--- src/rtl/wb_cmd_master_if.sv ---
// Classic Wishbone bus bundle shared by wb_cmd_master and the interconnect.
// dat_i carries master-to-slave write data, dat_o carries slave-to-master read data.
interface wb_interface #(
    parameter int DATA_WIDTH    = 32,
    parameter int ADDRESS_WIDTH = 32
);
    logic                     clk;
    logic                     rst;
    logic [ADDRESS_WIDTH-1:0] adr;
    logic [DATA_WIDTH-1:0]    dat_i;
    logic [DATA_WIDTH-1:0]    dat_o;
    logic                     we;
    logic                     stb;
    logic                     cyc;
    logic                     ack;

    modport master (output clk, rst, adr, dat_i, we, stb, cyc, input dat_o, ack);
    modport slave  (input clk, rst, adr, dat_i, we, stb, cyc, output dat_o, ack);
endinterface

--- src/rtl/wb_cmd_master.sv ---
// Single-outstanding Wishbone master: valid/ready command in, classic cycle out, response back.
// Optional macro WB_CMD_MASTER_STATS_EN adds saturating stat_txn / stat_timeout counters.
module wb_cmd_master #(
    parameter int DATA_WIDTH     = 32,
    parameter int ADDRESS_WIDTH  = 32,
    parameter int TIMEOUT_CYCLES = 255
) (
    input  logic                     clk,
    input  logic                     rst_n,
    input  logic                     req_valid,
    output logic                     req_ready,
    input  logic                     req_we,
    input  logic [ADDRESS_WIDTH-1:0] req_adr,
    input  logic [DATA_WIDTH-1:0]    req_dat,
    output logic                     rsp_valid,
    input  logic                     rsp_ready,
    output logic [DATA_WIDTH-1:0]    rsp_dat,
    output logic                     rsp_err,
`ifdef WB_CMD_MASTER_STATS_EN
    output logic [31:0]              stat_txn,
    output logic [15:0]              stat_timeout,
`endif
    wb_interface.master              m_wb
);
    localparam int TW = $clog2(TIMEOUT_CYCLES + 1);
    localparam logic [TW-1:0] TLAST = TW'(TIMEOUT_CYCLES - 1);

    // Handshake rule for both streams: a transfer happens on a rising edge
    // where valid and ready are both 1; valid holds its payload until then.
    typedef enum logic [1:0] {S_IDLE, S_BUS, S_RESP} state_t;

    state_t                   r_state;
    logic                     r_req_ready;
    logic                     r_rsp_valid;
    logic [DATA_WIDTH-1:0]    r_rsp_dat;
    logic                     r_rsp_err;
    logic                     r_cyc;
    logic                     r_stb;
    logic                     r_we;
    logic [ADDRESS_WIDTH-1:0] r_adr;
    logic [DATA_WIDTH-1:0]    r_dat;
    logic [TW-1:0]            r_timer;
    logic                     w_ack;
    logic                     w_rsp_hs;

    // X or Z on ack compares as not-equal and so never terminates the cycle.
    assign w_ack    = (m_wb.ack == 1'b1);
    assign w_rsp_hs = r_rsp_valid && rsp_ready;

    always_ff @(posedge clk or negedge rst_n) begin
        if (!rst_n) begin
            r_state     <= S_IDLE;
            r_req_ready <= 1'b0;
            r_rsp_valid <= 1'b0;
            r_rsp_dat   <= '0;
            r_rsp_err   <= 1'b0;
            r_cyc       <= 1'b0;
            r_stb       <= 1'b0;
            r_we        <= 1'b0;
            r_adr       <= '0;
            r_dat       <= '0;
            r_timer     <= '0;
        end else begin
            case (r_state)
                S_IDLE: begin
                    if (req_valid && r_req_ready) begin
                        r_we        <= req_we;
                        r_adr       <= req_adr;
                        r_dat       <= req_dat;
                        r_timer     <= '0;
                        r_cyc       <= 1'b1;
                        r_stb       <= 1'b1;
                        r_req_ready <= 1'b0;
                        r_state     <= S_BUS;
                    end else begin
                        r_req_ready <= 1'b1;
                    end
                end
                S_BUS: begin
                    if (w_ack) begin
                        r_rsp_dat   <= r_we ? '0 : m_wb.dat_o;
                        r_rsp_err   <= 1'b0;
                        r_cyc       <= 1'b0;
                        r_stb       <= 1'b0;
                        r_rsp_valid <= 1'b1;
                        r_state     <= S_RESP;
                    end else if (r_timer == TLAST) begin
                        r_rsp_dat   <= '0;
                        r_rsp_err   <= 1'b1;
                        r_cyc       <= 1'b0;
                        r_stb       <= 1'b0;
                        r_rsp_valid <= 1'b1;
                        r_state     <= S_RESP;
                    end else begin
                        r_timer <= r_timer + 1'b1;
                    end
                end
                S_RESP: begin
                    // req_ready comes back from IDLE one cycle later, no bypass.
                    if (w_rsp_hs) begin
                        r_rsp_valid <= 1'b0;
                        r_state     <= S_IDLE;
                    end
                end
                default: r_state <= S_IDLE;
            endcase
        end
    end

`ifdef WB_CMD_MASTER_STATS_EN
    logic [31:0] r_stat_txn;
    logic [15:0] r_stat_timeout;

    always_ff @(posedge clk or negedge rst_n) begin
        if (!rst_n) begin
            r_stat_txn     <= '0;
            r_stat_timeout <= '0;
        end else if (w_rsp_hs) begin
            if (r_stat_txn != '1) begin
                r_stat_txn <= r_stat_txn + 1'b1;
            end
            if (r_rsp_err && (r_stat_timeout != '1)) begin
                r_stat_timeout <= r_stat_timeout + 1'b1;
            end
        end
    end

    assign stat_txn     = r_stat_txn;
    assign stat_timeout = r_stat_timeout;
`endif

    assign req_ready  = r_req_ready;
    assign rsp_valid  = r_rsp_valid;
    assign rsp_dat    = r_rsp_dat;
    assign rsp_err    = r_rsp_err;
    assign m_wb.clk   = clk;
    assign m_wb.rst   = ~rst_n;
    assign m_wb.cyc   = r_cyc;
    assign m_wb.stb   = r_stb;
    assign m_wb.we    = r_we;
    assign m_wb.adr   = r_adr;
    assign m_wb.dat_i = r_dat;
endmodule

--- src/flat_wrapper.sv ---
// flat-port wrapper written by rule: the top's interface ports become plain ports
module wb_cmd_master_flat 
#(
    parameter int DATA_WIDTH     = 32,
    parameter int ADDRESS_WIDTH  = 32,
    parameter int TIMEOUT_CYCLES = 255
)
  (clk, rst_n, req_valid, req_ready, req_we, req_adr, req_dat, rsp_valid, rsp_ready, rsp_dat, rsp_err, m_wb_clk, m_wb_rst, m_wb_adr, m_wb_dat_i, m_wb_we, m_wb_stb, m_wb_cyc, m_wb_dat_o, m_wb_ack);
  wb_interface #(.DATA_WIDTH(DATA_WIDTH), .ADDRESS_WIDTH(ADDRESS_WIDTH)) m_wb_i ();
  input  logic clk;
  input  logic rst_n;
  input  logic req_valid;
  output logic req_ready;
  input  logic req_we;
  input  logic [ADDRESS_WIDTH-1:0] req_adr;
  input  logic [DATA_WIDTH-1:0] req_dat;
  output logic rsp_valid;
  input  logic rsp_ready;
  output logic [DATA_WIDTH-1:0] rsp_dat;
  output logic rsp_err;
  output wire logic [$bits(m_wb_i.clk)-1:0] m_wb_clk;
  output wire logic [$bits(m_wb_i.rst)-1:0] m_wb_rst;
  output wire logic [$bits(m_wb_i.adr)-1:0] m_wb_adr;
  output wire logic [$bits(m_wb_i.dat_i)-1:0] m_wb_dat_i;
  output wire logic [$bits(m_wb_i.we)-1:0] m_wb_we;
  output wire logic [$bits(m_wb_i.stb)-1:0] m_wb_stb;
  output wire logic [$bits(m_wb_i.cyc)-1:0] m_wb_cyc;
  input wire logic [$bits(m_wb_i.dat_o)-1:0] m_wb_dat_o;
  input wire logic [$bits(m_wb_i.ack)-1:0] m_wb_ack;
  assign m_wb_clk = m_wb_i.clk;
  assign m_wb_rst = m_wb_i.rst;
  assign m_wb_adr = m_wb_i.adr;
  assign m_wb_dat_i = m_wb_i.dat_i;
  assign m_wb_we = m_wb_i.we;
  assign m_wb_stb = m_wb_i.stb;
  assign m_wb_cyc = m_wb_i.cyc;
  assign m_wb_i.dat_o = m_wb_dat_o;
  assign m_wb_i.ack = m_wb_ack;
  wb_cmd_master #(.DATA_WIDTH(DATA_WIDTH), .ADDRESS_WIDTH(ADDRESS_WIDTH), .TIMEOUT_CYCLES(TIMEOUT_CYCLES)) u_core (.clk(clk), .rst_n(rst_n), .req_valid(req_valid), .req_ready(req_ready), .req_we(req_we), .req_adr(req_adr), .req_dat(req_dat), .rsp_valid(rsp_valid), .rsp_ready(rsp_ready), .rsp_dat(rsp_dat), .rsp_err(rsp_err), .m_wb(m_wb_i));
endmodule
--- config.mk ---
export PLATFORM = sky130hd
export DESIGN_NAME = wb_cmd_master_flat
export DESIGN_NICKNAME = d
export VERILOG_FILES = /design/src/rtl/wb_cmd_master_if.sv /design/src/rtl/wb_cmd_master.sv /design/src/flat_wrapper.sv
export SDC_FILE = /design/constraint.sdc
export NUM_CORES = 1
export LEC_CHECK = 0
export CAP_MARGIN = 30
export CORE_UTILIZATION = 41
export CTS_CLUSTER_SIZE = 25
export DETAILED_ROUTE_END_ITERATION = 10
export GPL_ROUTABILITY_DRIVEN = 0
export HOLD_SLACK_MARGIN = 0.02
export PLACE_DENSITY = 0.89
export RECOVER_POWER = 25
export SLEW_MARGIN = 40
export SYNTH_ARGS = -nofsm -noshare
export SYNTH_HDL_FRONTEND = slang
export SYNTH_SLANG_ARGS = --single-unit
--- constraint.sdc ---
create_clock -name clk -period 2.3 [get_ports clk]
set_input_delay 0.46 -clock clk [delete_from_list [all_inputs] [get_ports clk]]
set_output_delay 0.46 -clock clk [all_outputs]
set_load 0.02 [all_outputs]
==> results_dict.tcl, run 1 <==
set metrics [dict create \
    netlist.top_cell.by_area "sky130_fd_sc_hd__dfrtp_1" \
    critical_path_required_ns 1.84 \
    synth_enable_flop_cells 0 \
    yosys_warnings 0 \
    io-pin-count 206 \
    fin_hold_ws_ns 0.484 \
    vias_per_cell 5.10 \
    hold_path.startpoint "u_core.rsp_dat[26]$_DFFE_PN0P_" \
    cts_tree "yes" \
    report.final.slew_viol_count 0 \
    holdBufCountCts 0 \
    firstDrtPassIters 4 \
    grt_start_max_net_pins 112 \
    grt_antenna_before_repair 0 \
    first_global_vias 3481 \
    worst_setup_path_startpoint "clk" \
    layout_common_cells "sky130_fd_sc_hd__clkdlybuf4s50_1, sky130_fd_sc_hd__dfrtp_1, sky130_fd_sc_hd__mux2_2, sky130_fd_sc_hd__a22o_1, sky130_fd_sc_hd__clkbuf_8" \
    die_ht_um 104 \
    worstSkewPairLatency_ns 0.46 \
    postSynthAreaPerCell_um2 15.1 \
    timing.critical_path.cells "clkbuf_8 > clkbuf_8 > dlygate4sd2_1" \
    starting_density_of_the_core_pct 43.1 \
    drv.max_cap_violation_count 0 \
    synth_top_area_share_pct 64.7 \
    grt_usage_pct 20.9 \
    vias 3201 \
    cp_data_arrival_time_ns 1.69 \
    die_area_um2 10900 \
    layout.core_utilization_pct 67.4 \
    worstSetupStartpointType "clock port" \
    fin_setup_tns_ns 0 \
    dpl-instance-area_um2 6500 \
    ir_drop_mv 0.770 \
    crit-reg2reg-launch "u_core.r_timer[4]$_DFFE_PN0P_" \
    ys_seq_area_share_pct 64.7 \
    hpwlAfterDp_mm 7.82 \
    max-slew-margin-rel_pct 2.25 \
    cell_row_count 36 \
    layout_cell_share_with_drive_strength_beyond_1_pct 19.2 \
    critical-path-max-stage-delay_ns 0.31 \
    finalClockSkew_ns 0.00612 \
    grt_first_pass_wirelength_mm 17.5 \
    synth_flop_cell "sky130_fd_sc_hd__dfrtp_1" \
    insertedDiodeCount 0 \
    timing.final.setup_violations 0 \
    grt.overflow.total 0 \
    mostFrequentLayoutCell "sky130_fd_sc_hd__clkdlybuf4s50_1" \
    syn-num-nets 388 \
    path_common_cell "sky130_fd_sc_hd__clkbuf_8" \
    final_hold_viol_count 0 \
    regArea_um2 2780 \
    crit_family "buffers and inverters" \
    async_reset_ff_share_pct 100 \
    finalInstanceArea_um2 6710 \
    dr.first_iter.drc_count 119 \
    final.fill_count 728 \
    detail-route-antenna-nets 0 \
    synth.distinct_cells 34 \
    synth.area.top_cells "sky130_fd_sc_hd__dfrtp_1, sky130_fd_sc_hd__mux2_2, sky130_fd_sc_hd__a22o_1, sky130_fd_sc_hd__buf_2, sky130_fd_sc_hd__and4b_1" \
    hold_class "register to register" \
    power.static_leakage_nw 2.89 \
    grt_setup_unrepaired "false" \
    critPathBufInv 3 \
    critical_path_peak_fanout 2 \
    fin_nets 598 \
    detail_route.wirelength_mm 10.8 \
    remaining_drc_errors 0 \
    critPathCaptureType "primary output" \
    outcome "finished clean" \
    fp.dieW_um 104 \
    postSynthCellCount 284 \
    clkTransAtPathRegs_ns 0.09 \
    tightest_slew_ns 1.47 \
    multi_input_area_um2 1410 \
    wl_per_cell_um 17.2 \
    yosys_register_bits 111 \
    power_density_nw_per_um2 1410 \
    design.core.area_um2 9950 \
    synthToLayoutAreaGrowth_pct 56.4 \
    synthesis.area_um2 4290 \
    cp_slowest_cell "sky130_fd_sc_hd__dlygate4sd2_1" \
    port-buffer-count 205 \
    worstSetupPathType "clock port to primary output" \
]
[layer usage]
metal / GRT usage [%] / share of wire, % / up-vias
met1: 24.0 / 39 / 1582
met4: 11.9 / 2.7 / 0
li1: - / - / 1448
met3: 4.95 / 6.6 / 24
met2: 35.5 / 52 / 147
met5: 0 / 0 / -
[registers in the layout, summed over array words and instances (netlist names)]
register	cells
u_core.m_wb.we	1
u_core.rsp_err	1
u_core.rsp_valid	1
u_core.m_wb.adr	32
u_core.r_timer	8
u_core.m_wb.dat_i	32
u_core.req_ready	1
u_core.r_state	2
u_core.rsp_dat	32
u_core.m_wb.cyc	1
[path summary, 6_finish.rpt]
path                                             endpoint  slack, ns  cells after the start
setup / recovery                                 m_wb_clk       0.15                      3
hold / removal             u_core.rsp_dat[26]$_DFFE_PN0P_       0.48                      1
setup reg to reg           u_core.rsp_dat[18]$_DFFE_PN0P_       0.55                      5
hold reg to reg            u_core.rsp_dat[26]$_DFFE_PN0P_       0.48                      1
max in group asynchronous  u_core.m_wb.adr[8]$_DFFE_PN0P_       0.78                      2
min in group asynchronous  u_core.rsp_dat[19]$_DFFE_PN0P_       0.62                      2
[power breakdown]
part | switching (mW) | internal (mW)
Clock | 0.643 | 0.719
Sequential | 0.513 | 2.84
Combinational | 2.20 | 2.56
[logic make-up after synthesis]
logic type	synth area share [%]
flip-flops	64.7
multiplexers	17.6
AO/OA/AOI/OAI	9.59
AND/OR/NAND/NOR	5.13
buffers and inverters	2.42
adder cells (fa/ha/maj)	0.583
[through the flow]
stage	worst slack, ns	power [mW]	std cells
global placement	0.168	8.07	613
finish	0.152	9.48	628
detailed placement	0.116	8.24	613
CTS	0.146	9.59	628
global route	0.143	9.96	628
floorplan	0.485	5.88	284
[synthesized netlist by cell type (3+ instances only)]
cell / n
sky130_fd_sc_hd__and3_1: 3
sky130_fd_sc_hd__o21a_1: 3
sky130_fd_sc_hd__and4b_1: 5
sky130_fd_sc_hd__dfrtp_1: 111
sky130_fd_sc_hd__nor2_1: 4
sky130_fd_sc_hd__mux2_2: 66
sky130_fd_sc_hd__a22o_1: 27
sky130_fd_sc_hd__clkbuf_1: 3
sky130_fd_sc_hd__nand2_1: 8
sky130_fd_sc_hd__a21o_1: 6
sky130_fd_sc_hd__buf_2: 11
sky130_fd_sc_hd__a21oi_1: 6
[cell type report]
class / count / area share, %
clock inverters: 2 / 0.895
inverters: 3 / 0.168
well taps: 133 / 2.48
flip-flops and latches: 111 / 41.4
clock buffers: 14 / 2.65
repair buffers: 212 / 31.4
multi-input cells: 153 / 21.0
[what timing repair did]
item                       4_1_cts  5_1_grt
setup buffers                    0        0
hold endpoints to repair         0        0
resized for setup                1        0
setup endpoints to repair        1        0
(Power assumes the default switching activity.)
==> run 2, diff against run 1 <==
Settings changed: RECOVER_POWER 25 to not set, SETUP_SLACK_MARGIN set to 0.3.
==> run 2 against run 1 <==
  * Sequential share of layout area decreased by 0.085 points
  * Critical endpoint unchanged
  * Core utilization increased by 0.14 points
  * Clock power about the same
  * Total power about the same
  * Worst hold slack got worse by 0.37 ns
  * Sequential power about the same
  * First-iteration DRC count increased by 31%
  * Combinational power about the same
==> results_dict.tcl, run 2 (synthesis gave the netlist of run 1 again) <==
set metrics [dict create \
    critical_path_peak_fanout 2 \
    cts_tree "yes" \
    cp_slowest_cell "sky130_fd_sc_hd__buf_2" \
    worstSetupStartpointType "clock port" \
    dr.first_iter.drc_count 156 \
    crit_family "buffers and inverters" \
    grt_setup_unrepaired "false" \
    critical-path-max-stage-delay_ns 0.15 \
    holdBufCountCts 0 \
    port-buffer-count 205 \
    worst-r2r-cell-count 5 \
    finalClockSkew_ns 0.00640 \
    final_hold_viol_count 0 \
    io-pin-count 206 \
    worstSetupPathType "clock port to primary output" \
    critical_path.reg2reg.endpoint "u_core.rsp_dat[18]$_DFFE_PN0P_" \
    fp.dieW_um 104 \
    worstSkewPairLatency_ns 0.46 \
    layout_common_cells "sky130_fd_sc_hd__clkdlybuf4s50_1, sky130_fd_sc_hd__dfrtp_1, sky130_fd_sc_hd__mux2_2, sky130_fd_sc_hd__a22o_1, sky130_fd_sc_hd__clkbuf_8" \
    p_sw_share_pct 35.5 \
    fin_hold_ws_ns 0.112 \
    firstDrtPassIters 4 \
    power_density_nw_per_um2 1410 \
    fin_nets 598 \
    outcome "finished clean" \
    insertedDiodeCount 0 \
    critPathBufInv 3 \
    cell_row_count 36 \
    detail-route-antenna-nets 0 \
    clkTransAtPathRegs_ns 0.09 \
    timing.critical_path.cells "clkbuf_8 > clkbuf_8 > buf_2" \
    remaining_drc_errors 0 \
    clock_power_share_pct 14.3 \
    combinationalPowerShare_pct 50.3 \
    fin_setup_tns_ns 0 \
    grt_usage_pct 20.9 \
    wl_per_cell_um 17.3 \
    timing.final.setup_violations 0 \
    starting_density_of_the_core_pct 43.1 \
    cp_data_arrival_time_ns 1.53 \
    vias 3212 \
    die_area_um2 10900 \
    first_global_vias 3481 \
    power.static_leakage_nw 2.90 \
    cp_num_cells 3 \
    p_switching_mw 3.36 \
    grt_antenna_before_repair 0 \
    layout_cell_share_with_drive_strength_beyond_1_pct 19.6 \
    path_common_cell "sky130_fd_sc_hd__clkbuf_8" \
    synthToLayoutAreaGrowth_pct 56.7 \
    grt.overflow.total 0 \
    detail_route.wirelength_mm 10.9 \
    post_cts_resize_count 4 \
    tightest_slew_ns 0.568 \
    mostFrequentLayoutCell "sky130_fd_sc_hd__clkdlybuf4s50_1" \
    grt_first_pass_wirelength_mm 17.5 \
    critical_path_required_ns 1.84 \
    ir_drop_mv 0.770 \
    critPathCaptureType "primary output" \
    hpwlAfterDp_mm 7.82 \
    die_ht_um 104 \
    timing.reg2reg.setup_slack_ns 0.53 \
    internal_power_mw 6.11 \
    design.core.area_um2 9950 \
    seq_power_share_pct 35.4 \
    crit-reg2reg-launch "u_core.r_timer[4]$_DFFE_PN0P_" \
    drv.max_cap_violation_count 0 \
    post_cts_buffers 0 \
    vias_per_cell 5.11 \
    max-slew-margin-rel_pct 62.1 \
    report.final.slew_viol_count 0 \
    hold_class "input pin to asynchronous set/reset pin" \
    grt_start_max_net_pins 112 \
    post-layout-total-power_mw 9.48 \
]
==> run 2: cell types whose count changed in the layout (fill, tap and decap cells not counted) <==
cell                              change
sky130_fd_sc_hd__buf_12               +1
sky130_fd_sc_hd__clkbuf_4             -1
sky130_fd_sc_hd__dlymetal6s2s_1       +1
sky130_fd_sc_hd__buf_4                +1
sky130_fd_sc_hd__clkdlybuf4s50_1      -2
sky130_fd_sc_hd__clkbuf_1             -1
sky130_fd_sc_hd__buf_2                +1
==> run 2: power by group through the flow <==
stage | Sequential, mW | Combinational [mW] | Clock, mW
floorplan | 4.39 | 1.44 | 0.0508
global placement | 3.32 | 4.69 | 0.0584
detailed placement | 3.40 | 4.79 | 0.0584
CTS | 3.36 | 4.81 | 1.42
global route | 3.48 | 5.00 | 1.47
finish | 3.36 | 4.76 | 1.36
==> run 2: worst register-to-register path, delay by kind of cell (launching register included) <==
family | cells | cell delay, ns
flops | 1 | 0.46
compound gates | 2 | 0.36
buf+inv | 1 | 0.24
simple gates | 2 | 0.59
==> run 2: cell type report <==
| class | instances | area, um^2 |
|---|---|---|
| Tap cell | 133 | 166 |
| Inverter | 3 | 11.3 |
| Timing Repair Buffer | 212 | 2130 |
| Multi-Input combinational cell | 153 | 1410 |
| Fill cell | 729 | 3230 |
| Sequential cell | 111 | 2780 |
| Clock inverter | 2 | 60.1 |
| Clock buffer | 14 | 174 |
==> run 2: metrics by stage <==
stage	instances	utilization [%]	area, um^2	setup WS (ns)
4_1_cts	628	67.6	6730	0.213
5_1_grt	628	67.6	6730	0.302
3_5_place_dp	613	65.3	6500	0.116
2_1_floorplan	284	-	4290	0.485
3_3_place_gp	613	65.3	6500	0.168
6_report	628	67.6	6730	0.312
==> run 2: worst max-delay path by stage <==
| stage | start | to | slack, ns |
|---|---|---|---|
| after detailed placement | m_wb_ack | u_core.r_timer[1]$_DFFE_PN0P_ | 0.12 |
| final | clk | m_wb_clk | 0.31 |
| after CTS | clk | m_wb_clk | 0.21 |
| after floorplan | m_wb_ack | u_core.r_timer[1]$_DFFE_PN0P_ | 0.48 |
| after global routing | u_core.m_wb.cyc$_DFFE_PN0P_ | m_wb_stb | 0.30 |
| after global placement | m_wb_ack | u_core.r_timer[1]$_DFFE_PN0P_ | 0.17 |
==> run 2: layer usage <==
metal / track usage, % / wire (um)
met5: 0 / 0
met4: 11.9 / 303
met3: 4.95 / 712
met2: 35.5 / 5620
met1: 24.0 / 4260
